$ cat src/rtl/usb_ep0_ctrl.sv
// usb_ep0_ctrl: endpoint-0 control-transfer sequencer between the usb core and a descriptor ROM.
// Captures SETUP packets and decodes standard requests. Streams GET_DESCRIPTOR data stages
// from the ROM in MAX_PKT-sized packets and runs the status stage. Owns the device address
// and the configuration flag.
// Ports:
//   clk_48, rst_n, usb_rst        clock, async reset, synchronous bus reset
//   transaction_active, endpoint, direction_in, setup, data_strobe, data_out, success
//                                 per-transaction info and pulses from the core
//   rom_addr / rom_data           descriptor ROM port (data valid 1 cycle after address)
//   usb_address, configured       device state
//   handshake, data_toggle, data_in, data_in_valid
//                                 per-transaction response to the core
module usb_ep0_ctrl #(
  parameter int unsigned MAX_PKT  = 64,
  parameter int unsigned ROM_AW   = 8,
  parameter int unsigned DEV_ADDR = 0,
  parameter int unsigned DEV_LEN  = 18,
  parameter int unsigned CFG_ADDR = 18,
  parameter int unsigned CFG_LEN  = 9
) (
  input  logic              clk_48,
  input  logic              rst_n,
  input  logic              usb_rst,
  input  logic              transaction_active,
  input  logic [3:0]        endpoint,
  input  logic              direction_in,
  input  logic              setup,
  input  logic              data_strobe,
  input  logic [7:0]        data_out,
  input  logic              success,
  input  logic [7:0]        rom_data,
  output logic [6:0]        usb_address,
  output logic [1:0]        handshake,
  output logic              data_toggle,
  output logic [7:0]        data_in,
  output logic              data_in_valid,
  output logic [ROM_AW-1:0] rom_addr,
  output logic              configured
);
  localparam int unsigned PW = 7;  // packet byte count, holds up to 64
  localparam logic [1:0] HS_ACK   = 2'b00;
  localparam logic [1:0] HS_NAK   = 2'b10;
  localparam logic [1:0] HS_STALL = 2'b11;

  typedef enum logic [2:0] {IDLE, SETUP_RX, DECODE, DATA_IN, STATUS_IN, STALL} state_t;

  state_t            state;
  logic              strobe_q, success_q, active_q;
  logic [3:0]        setup_cnt;
  logic [7:0]        req_type, request;
  logic [15:0]       w_value, w_length;
  logic [ROM_AW-1:0] src_base;
  logic [15:0]       req_len, remaining, ptr;
  logic [PW-1:0]     pkt_len, byte_idx;
  logic              toggle, zlp_needed;
  logic [6:0]        pending_addr;
  logic              addr_pending;
  logic              in_pkt, out_stat;
  logic [1:0]        fetch;  // ROM read in flight; capture into data_in when fetch[1]

  logic              strobe_p, success_p, ta_rise, ta_fall, ep0;
  logic [PW-1:0]     next_len;
  logic              desc_ok;
  logic [ROM_AW-1:0] d_base;
  logic [15:0]       d_len, min_len;

  // Pulse edges, packet sizing and descriptor selection
  always_comb begin
    strobe_p  = data_strobe & ~strobe_q;
    success_p = success & ~success_q;
    ta_rise   = transaction_active & ~active_q;
    ta_fall   = ~transaction_active & active_q;
    ep0       = (endpoint == 4'd0);
    next_len  = (remaining > 16'(MAX_PKT)) ? PW'(MAX_PKT) : PW'(remaining);
    desc_ok   = 1'b0;
    d_base    = '0;
    d_len     = '0;
    case (w_value[15:8])
      8'd1: begin desc_ok = 1'b1; d_base = ROM_AW'(DEV_ADDR); d_len = 16'(DEV_LEN); end
      8'd2: begin desc_ok = 1'b1; d_base = ROM_AW'(CFG_ADDR); d_len = 16'(CFG_LEN); end
      default: ;
    endcase
    min_len = (w_length < d_len) ? w_length : d_len;
  end

  // Sequencer: state, transfer bookkeeping and all registered outputs
  always_ff @(posedge clk_48 or negedge rst_n) begin
    if (!rst_n) begin
      state <= IDLE;
      strobe_q <= 1'b0; success_q <= 1'b0; active_q <= 1'b0;
      setup_cnt <= '0; req_type <= '0; request <= '0; w_value <= '0; w_length <= '0;
      src_base <= '0; req_len <= '0; remaining <= '0; ptr <= '0;
      pkt_len <= '0; byte_idx <= '0; toggle <= 1'b0; zlp_needed <= 1'b0;
      pending_addr <= '0; addr_pending <= 1'b0; in_pkt <= 1'b0; out_stat <= 1'b0; fetch <= '0;
      usb_address <= '0; handshake <= HS_ACK; data_toggle <= 1'b0;
      data_in <= '0; data_in_valid <= 1'b0; rom_addr <= '0; configured <= 1'b0;
    end else if (usb_rst) begin
      // Track live inputs so a transaction already in progress is not seen as a new one.
      state <= IDLE;
      strobe_q <= data_strobe; success_q <= success; active_q <= transaction_active;
      setup_cnt <= '0; toggle <= 1'b0; zlp_needed <= 1'b0;
      pending_addr <= '0; addr_pending <= 1'b0; in_pkt <= 1'b0; out_stat <= 1'b0; fetch <= '0;
      usb_address <= '0; handshake <= HS_ACK; data_toggle <= 1'b0;
      data_in <= '0; data_in_valid <= 1'b0; rom_addr <= '0; configured <= 1'b0;
    end else begin
      strobe_q  <= data_strobe;
      success_q <= success;
      active_q  <= transaction_active;
      fetch     <= {fetch[0], 1'b0};
      if (fetch[1]) begin
        data_in       <= rom_data;
        data_in_valid <= 1'b1;
      end

      if (ta_rise && !ep0) begin
        handshake     <= HS_NAK;
        data_in_valid <= 1'b0;
      end else if (ta_rise && setup) begin
        state         <= SETUP_RX;
        setup_cnt     <= '0;
        handshake     <= HS_ACK;
        addr_pending  <= 1'b0;
        in_pkt        <= 1'b0;
        out_stat      <= 1'b0;
        fetch         <= '0;
        data_in_valid <= 1'b0;
      end else begin
        case (state)
          IDLE: if (ta_rise) handshake <= direction_in ? HS_NAK : HS_ACK;

          SETUP_RX: begin
            if (strobe_p && !direction_in && setup_cnt < 4'd8) begin
              case (setup_cnt[2:0])
                3'd0: req_type        <= data_out;
                3'd1: request         <= data_out;
                3'd2: w_value[7:0]    <= data_out;
                3'd3: w_value[15:8]   <= data_out;
                3'd6: w_length[7:0]   <= data_out;
                3'd7: w_length[15:8]  <= data_out;
                default: ;  // wIndex is not needed by any supported request
              endcase
              setup_cnt <= setup_cnt + 4'd1;
            end
            if (success_p)    state <= (setup_cnt == 4'd8) ? DECODE : IDLE;
            else if (ta_fall) state <= IDLE;
          end

          DECODE: begin
            state <= STALL;
            if (req_type == 8'h80 && request == 8'h06 && desc_ok) begin
              src_base   <= d_base;
              req_len    <= w_length;
              remaining  <= min_len;
              ptr        <= '0;
              toggle     <= 1'b1;
              zlp_needed <= (min_len == 16'd0);
              state      <= DATA_IN;
            end else if (req_type == 8'h00 && request == 8'h05) begin
              pending_addr <= w_value[6:0];
              addr_pending <= 1'b1;
              state        <= STATUS_IN;
            end else if (req_type == 8'h00 && request == 8'h09) begin
              configured <= (w_value[7:0] != 8'd0);
              state      <= STATUS_IN;
            end
          end

          DATA_IN: begin
            if (ta_rise) begin
              handshake     <= HS_ACK;
              data_in_valid <= 1'b0;
              byte_idx      <= '0;
              if (!direction_in) begin
                out_stat <= 1'b1;
              end else if (remaining != 16'd0 || zlp_needed) begin
                in_pkt      <= 1'b1;
                pkt_len     <= next_len;
                data_toggle <= toggle;
                rom_addr    <= src_base + ROM_AW'(ptr);
                fetch       <= {1'b0, remaining != 16'd0};
              end else begin
                handshake <= HS_NAK;
              end
            end
            if (in_pkt && strobe_p && byte_idx < pkt_len) begin
              byte_idx <= byte_idx + PW'(1);
              if (byte_idx + PW'(1) < pkt_len) begin
                rom_addr <= src_base + ROM_AW'(ptr + 16'(byte_idx) + 16'd1);
                fetch    <= 2'b01;
              end else begin
                data_in_valid <= 1'b0;
              end
            end
            if (in_pkt && success_p) begin
              ptr        <= ptr + 16'(pkt_len);
              remaining  <= remaining - 16'(pkt_len);
              toggle     <= ~toggle;
              // ZLP only after a full final packet that still fell short of wLength
              zlp_needed <= (pkt_len == PW'(MAX_PKT)) && (remaining == 16'(pkt_len)) &&
                            (ptr + 16'(pkt_len) < req_len);
            end
            if (out_stat && success_p) state <= IDLE;
            if (ta_fall || (in_pkt && success_p) || (out_stat && success_p)) begin
              in_pkt        <= 1'b0;
              out_stat      <= 1'b0;
              data_in_valid <= 1'b0;
              fetch         <= '0;
            end
          end

          STATUS_IN: begin
            if (ta_rise) begin
              if (direction_in) begin
                handshake     <= HS_ACK;
                data_toggle   <= 1'b1;
                data_in_valid <= 1'b0;
                in_pkt        <= 1'b1;
              end else begin
                handshake <= HS_NAK;
              end
            end
            if (in_pkt && success_p) begin
              if (addr_pending) usb_address <= pending_addr;
              addr_pending <= 1'b0;
              in_pkt       <= 1'b0;
              state        <= IDLE;
            end else if (ta_fall) begin
              in_pkt <= 1'b0;
            end
          end

          STALL: if (ta_rise) handshake <= HS_STALL;

          default: state <= IDLE;
        endcase
      end
    end
  end
endmodule

$ cat config.mk
export PLATFORM = sky130hd
export DESIGN_NAME = usb_ep0_ctrl
export DESIGN_NICKNAME = d
export VERILOG_FILES = /design/src/rtl/usb_ep0_ctrl.sv
export SDC_FILE = /design/constraint.sdc
export NUM_CORES = 1
export LEC_CHECK = 0
export CAP_MARGIN = 5
export CORE_MARGIN = 5
export CORE_UTILIZATION = 34
export DETAILED_ROUTE_END_ITERATION = 7
export SYNTH_ARGS = -nofsm -noshare
export SYNTH_HDL_FRONTEND = slang
export SYNTH_SLANG_ARGS = --single-unit
$ cat constraint.sdc
create_clock -name clk_48 -period 7.1 [get_ports clk_48]
set_clock_uncertainty 0.2 [all_clocks]
set_input_delay 1.775 -clock clk_48 [delete_from_list [all_inputs] [get_ports clk_48]]
set_output_delay 1.775 -clock clk_48 [all_outputs]
set_load 0.05 [all_outputs]
# ---- Word-level counts from Yosys, hierarchy flattened
# Cells that the tools add are included.
dict set report word_totals {
  reg_bits 170
  input_bits 28
  elab_cells 312
}
dict set report op_classes {
  n_eq_ne 48
  n_lt_le_gt_ge 6
  reduce_logical 69
  n_mux 138
  n_bitwise 12
  addsub 8
}
# operator n
set op_table {}
lappend op_table {{2-to-1 mux 7 bit} 15}
lappend op_table {{2-to-1 mux 8 bit} 11}
lappend op_table {{2-to-1 mux 16 bit} 5}
lappend op_table {{one-hot mux 16 bit (2 select lines)} 2}
lappend op_table {{2-to-1 mux 1 bit} 60}
lappend op_table {{AND reduction 6 bit} 8}
lappend op_table {{2-to-1 mux 2 bit} 22}
lappend op_table {{inequality test 5 bit, second input constant} 8}
lappend op_table {{AND reduction 5 bit} 8}
lappend op_table {{less-than comparator 16 bit} 2}
lappend op_table {{2-to-1 mux 3 bit} 8}
lappend op_table {{inequality test 3 bit, second input constant} 7}
lappend op_table {{2-to-1 mux 4 bit} 5}
lappend op_table {{nonzero test 2 bit} 10}
lappend op_table {{adder 16 x 7 -> 16 bit} 1}
lappend op_table {{adder 8 bit} 2}
lappend op_table {{== test 16 x 7 -> 1 bit} 1}
lappend op_table {{== test 8 x 3 -> 1 bit, second input constant} 2}
lappend op_table {{greater-than comparator 16 x 7 -> 1 bit, second input constant} 1}
lappend op_table {{zero test 16 bit} 1}
lappend op_table {{inequality test 4 bit, second input constant} 4}
lappend op_table {{nonzero test 16 bit} 1}
lappend op_table {{subtractor 16 x 7 -> 16 bit} 1}
lappend op_table {{one-hot mux 3 bit (5 select lines)} 1}
lappend op_table {{40 further kinds} 95}

# ---- Longest topological paths before layout
dict set report logic_depth {
  word_depth 12
  mapped_depth 15
  ltp_nobuf 15
}

# ---- Worst setup path before layout
# OpenSTA, ideal clock, no wires.
dict set report synth_path {
  path_type {input-to-reg}
  startpoint {in endpoint[1]}
  endpoint {reg remaining[13]}
  setup_time_ps 78
  arrival_ps 3641
  t_required_ps 6822
  path_buffers 1
  stages 7
  slack_ps 3181
  path_cell_list {or4_4 -> o21ai_1 -> nand4_1 -> or2_1 -> buf_6 -> or4_1 -> a21oi_1}
}
dict set report synth_via {
  elab_chain_len 5
}
# item line
set synth_lines {}
lappend synth_lines {{from (decl)} 25} ;# input logic [3:0] endpoint,
lappend synth_lines {{zero test 4 bit} 73} ;# ep0 = (endpoint == 4'd0);
lappend synth_lines {{zero test 1 bit} 115} ;# if (ta_rise && !ep0) begin
lappend synth_lines {{logical AND 1 bit} 115}
lappend synth_lines {{NOT 1 bit (no source line)} n/a}
lappend synth_lines {{AND reduction 6 bit (no source line)} n/a}
lappend synth_lines {{to (signal assigned)} 153} ;# remaining <= min_len;
lappend synth_lines {{to (signal assigned)} 196} ;# remaining <= remaining - 16'(pkt_len);
lappend synth_lines {{to (decl)} 53} ;# logic [15:0] req_len, remaining, ptr;
# No other way between the ends.
# A chain may end at the register's enable or synchronous reset.

# ---- Worst setup path after layout
# Ends and elaborated chain as after synthesis.

==> flow_metrics.py <==
metrics = {
    "status": {
        "status": "finished clean",
    },
    "drt": {
        "route.detailed.drc": 0,
        "final_antenna_net_count": 0,
        "wire_per_inst_um": 16.77,
        "first_pass_iters": 5,
        "drt_iter0_drc": 557,
        "wl_um": 23330,
        "num_vias": 7313,
        "viasPerCell": 5.257,
    },
    "yosys": {
        "post-synth-top-count-cell": "dfrtp_1",
        "ys_ff_latch": 163,
        "synth_fp_nets": 1049,
        "synth_cell_types": 69,
        "synth_area_leader_cell": "dfrtp_1",
        "synthTopCellsByCount": "dfrtp_1, nand2_1, o21ai_0",
        "syn-cell-area_mm2": 0.009413,
        "synth-edff-count": 0,
        "ys_seq_area_share_pct": 43.33,
        "synthCells": 951,
        "synthTopCellsByArea": "dfrtp_1, ha_1, mux2_2",
        "yosysWarnings": 0,
        "async_flop_share_pct": 100.0,
        "yosysTopAreaCellShare_pct": 43.33,
        "syn_avg_cell_area_um2": 9.898,
        "synthFlopType": "dfrtp_1",
    },
    "floorplan": {
        "initial_core_util_pct": 34.16,
        "rows": 61,
        "pin_count": 56,
        "core_mm2": 0.02755,
        "die_w_um": 176.4,
        "dieArea_mm2": 0.03111,
        "die_y_um": 176.4,
    },
    "clock_tree": {
        "cts.clk_slew.worst_paths_ps": 70,
        "post_cts_buffers": 0,
        "cts_htree_levels": 4,
        "clk_latency_ps": 440,
        "cts_sinks": 163,
        "cts-root-buf": "clkbuf_16",
        "cts_resized": 0,
        "cts_made_buffers": 17,
        "clk_path_buf_depth": 2,
        "cts_tree": "yes",
        "cts_hold_buf": 0,
    },
    "global_route": {
        "grt-ovfl-total": 0,
        "antenna_found_initial": 0,
        "grt_first_pass_wirelength_um": 38680,
        "gr-usage-all-layers_pct": 15.33,
        "grt_max_degree": 68,
        "grt_pass1_vias": 7128,
    },
    "sta": {
        "setup_violations": 0,
        "rsz0062_at_grt": "false",
        "setup_tns_ps": 0,
        "layout_min_cycle_time_ps": 4491,
        "hold_viol": 0,
        "fmax_ghz": 0.2227,
        "slew_headroom_pct": 25.85,
        "worst_slew_pin_slew_ps": 1111,
        "finalCritPeriodShare_pct": 63.26,
        "drv_slew": 0,
    },
    "layout": {
        "nNetsFinal": 1098,
        "n_antenna_cell": 0,
        "syn_to_final_growth_pct": 16.64,
        "drive_above_1_share_pct": 9.970,
        "finish.utilization_pct": 39.85,
    },
    "setup_path": {
        "end_kind": "register",
        "cp.arrival_ps": 4640,
        "cp_max_fo": 27,
        "reg2reg_slack_ps": 2640,
        "timing.rr.end": "zlp_needed",
        "rr_startpoint": "pkt_len[0]",
        "crit_path_end": "remaining[13]",
        "startpoint_type": "input pin",
        "cp.required_ps": 7250,
        "path_class": "input pin to register",
        "setup.worst_path.start": "endpoint[1]",
        "r2r_cells": 14,
    },
    "pwr": {
        "leakage_nw": 5.019,
        "powerDensity_mw_per_mm2": 187.0,
        "p_total_w": 0.002053,
        "ir_drop_v": 0.0001425,
    },
    "place": {
        "portBuffers": 55,
        "globalplace.congestion": 0.8537,
        "hpwl_um": 17180,
    },
    "worst_hold_path": {
        "hold_path_class": "register to register",
    },
    "run": {
        "maxCapViolCount": 0,
    },
}
worst max-delay path, stage by stage:
cell             delay (ps)
clkdlybuf4s50_1         420
or4_4                   550
o21ai_1                 300
nand4_1                 240
or2_1                   600
or4_1                   600
a21oi_1                 150
worst min-delay path by stage:
stage,start,to,slack [ps],cells past startpoint
final,req_len[0],req_len[0],280,2
after global routing,req_len[0],req_len[0],300,2
after CTS,req_len[0],req_len[0],280,2
after detailed placement,req_len[0],req_len[0],260,2
after global placement,req_len[0],req_len[0],270,2
after floorplan,addr_pending,addr_pending,240,2
final cells by class:
type	instances	area (um2)
clock buffers	17	425.4
clock inverters	15	210.2
fillers	2692	16570
inverters	40	150.1
multi-input cells	719	5060
flip-flops and latches	163	4079
well taps	378	473.0
repair buffers	59	581.8
flip-flops by register name, indices dropped and copies added (netlist names), 2 cells and up:
name,flops
fetch,2
handshake,2
setup_cnt,4
req_type,8
pkt_len,7
remaining,16
ptr,16
w_value,16
rom_addr,8
request,8
w_length,16
pending_addr,7
byte_idx,7
data_in,8
state,3
req_len,16
usb_address,7
through the flow:
stage | setup slack, ps | hold WS (ps) | cell area [um2] | cells
global placement | 2252 | 269.2 | 10340 | 1359
detailed placement | 2202 | 260.9 | 10340 | 1359
finish | 2609 | 276.1 | 10980 | 1391
global route | 2396 | 297.0 | 10980 | 1391
CTS | 2639 | 275.7 | 10980 | 1391
floorplan | 3181 | 235.0 | 9413 | 951
kinds of logic after synthesis:
logic type / after synthesis / synth area share, %
and+or+nand+nor: 316 / 16.75
AOI/OAI and AO/OA: 217 / 14.77
DFF: 163 / 43.33
muxes: 81 / 9.252
adders and majority gates: 70 / 9.704
buffers and inverters: 69 / 2.938
xor gates and xnor gates: 35 / 3.257
cells in the final DEF, fill, tap and decap left out, drive strengths merged, types with 6 or more instances in the layout:
cell type,netlist,final
dfrtp,163,163
nand2,95,95
o21ai,81,81
nor2,68,68
ha,65,65
clkdlybuf4s50,0,54
mux2,48,48
inv,39,45
a21oi,36,36
nand3,33,33
mux2i,33,33
xnor2,30,30
clkbuf,24,17
nand2b,16,16
nor3,15,15
nor4,15,15
o31ai,13,13
and3,13,13
a31oi,11,11
nor2b,10,10
nand4,10,10
o21a,9,9
clkinv,1,9
a21o,8,8
a22o,8,8
or2,8,8
or4,7,7
o221ai,6,6
and2,6,6
power breakdown:
group / switching (W) / internal [W] / total [W]
combinational: 0.0000820 / 0.0000461 / 0.000128
clock: 0.000461 / 0.000515 / 0.000976
sequential: 0.0000101 / 0.000939 / 0.000949
routing by layer:
metal / global-route usage (%) / vias up / wire (um) / share of wire, %
li1: - / 3561 / - / -
met1: 22.17 / 3587 / 11440 / 49
met2: 23.82 / 149 / 10760 / 46
met3: 2.869 / 16 / 893 / 3.8
met4: 3.868 / 0 / 238 / 1.0
met5: 0 / - / 0 / 0
Power figures use the tool's default switching activity.
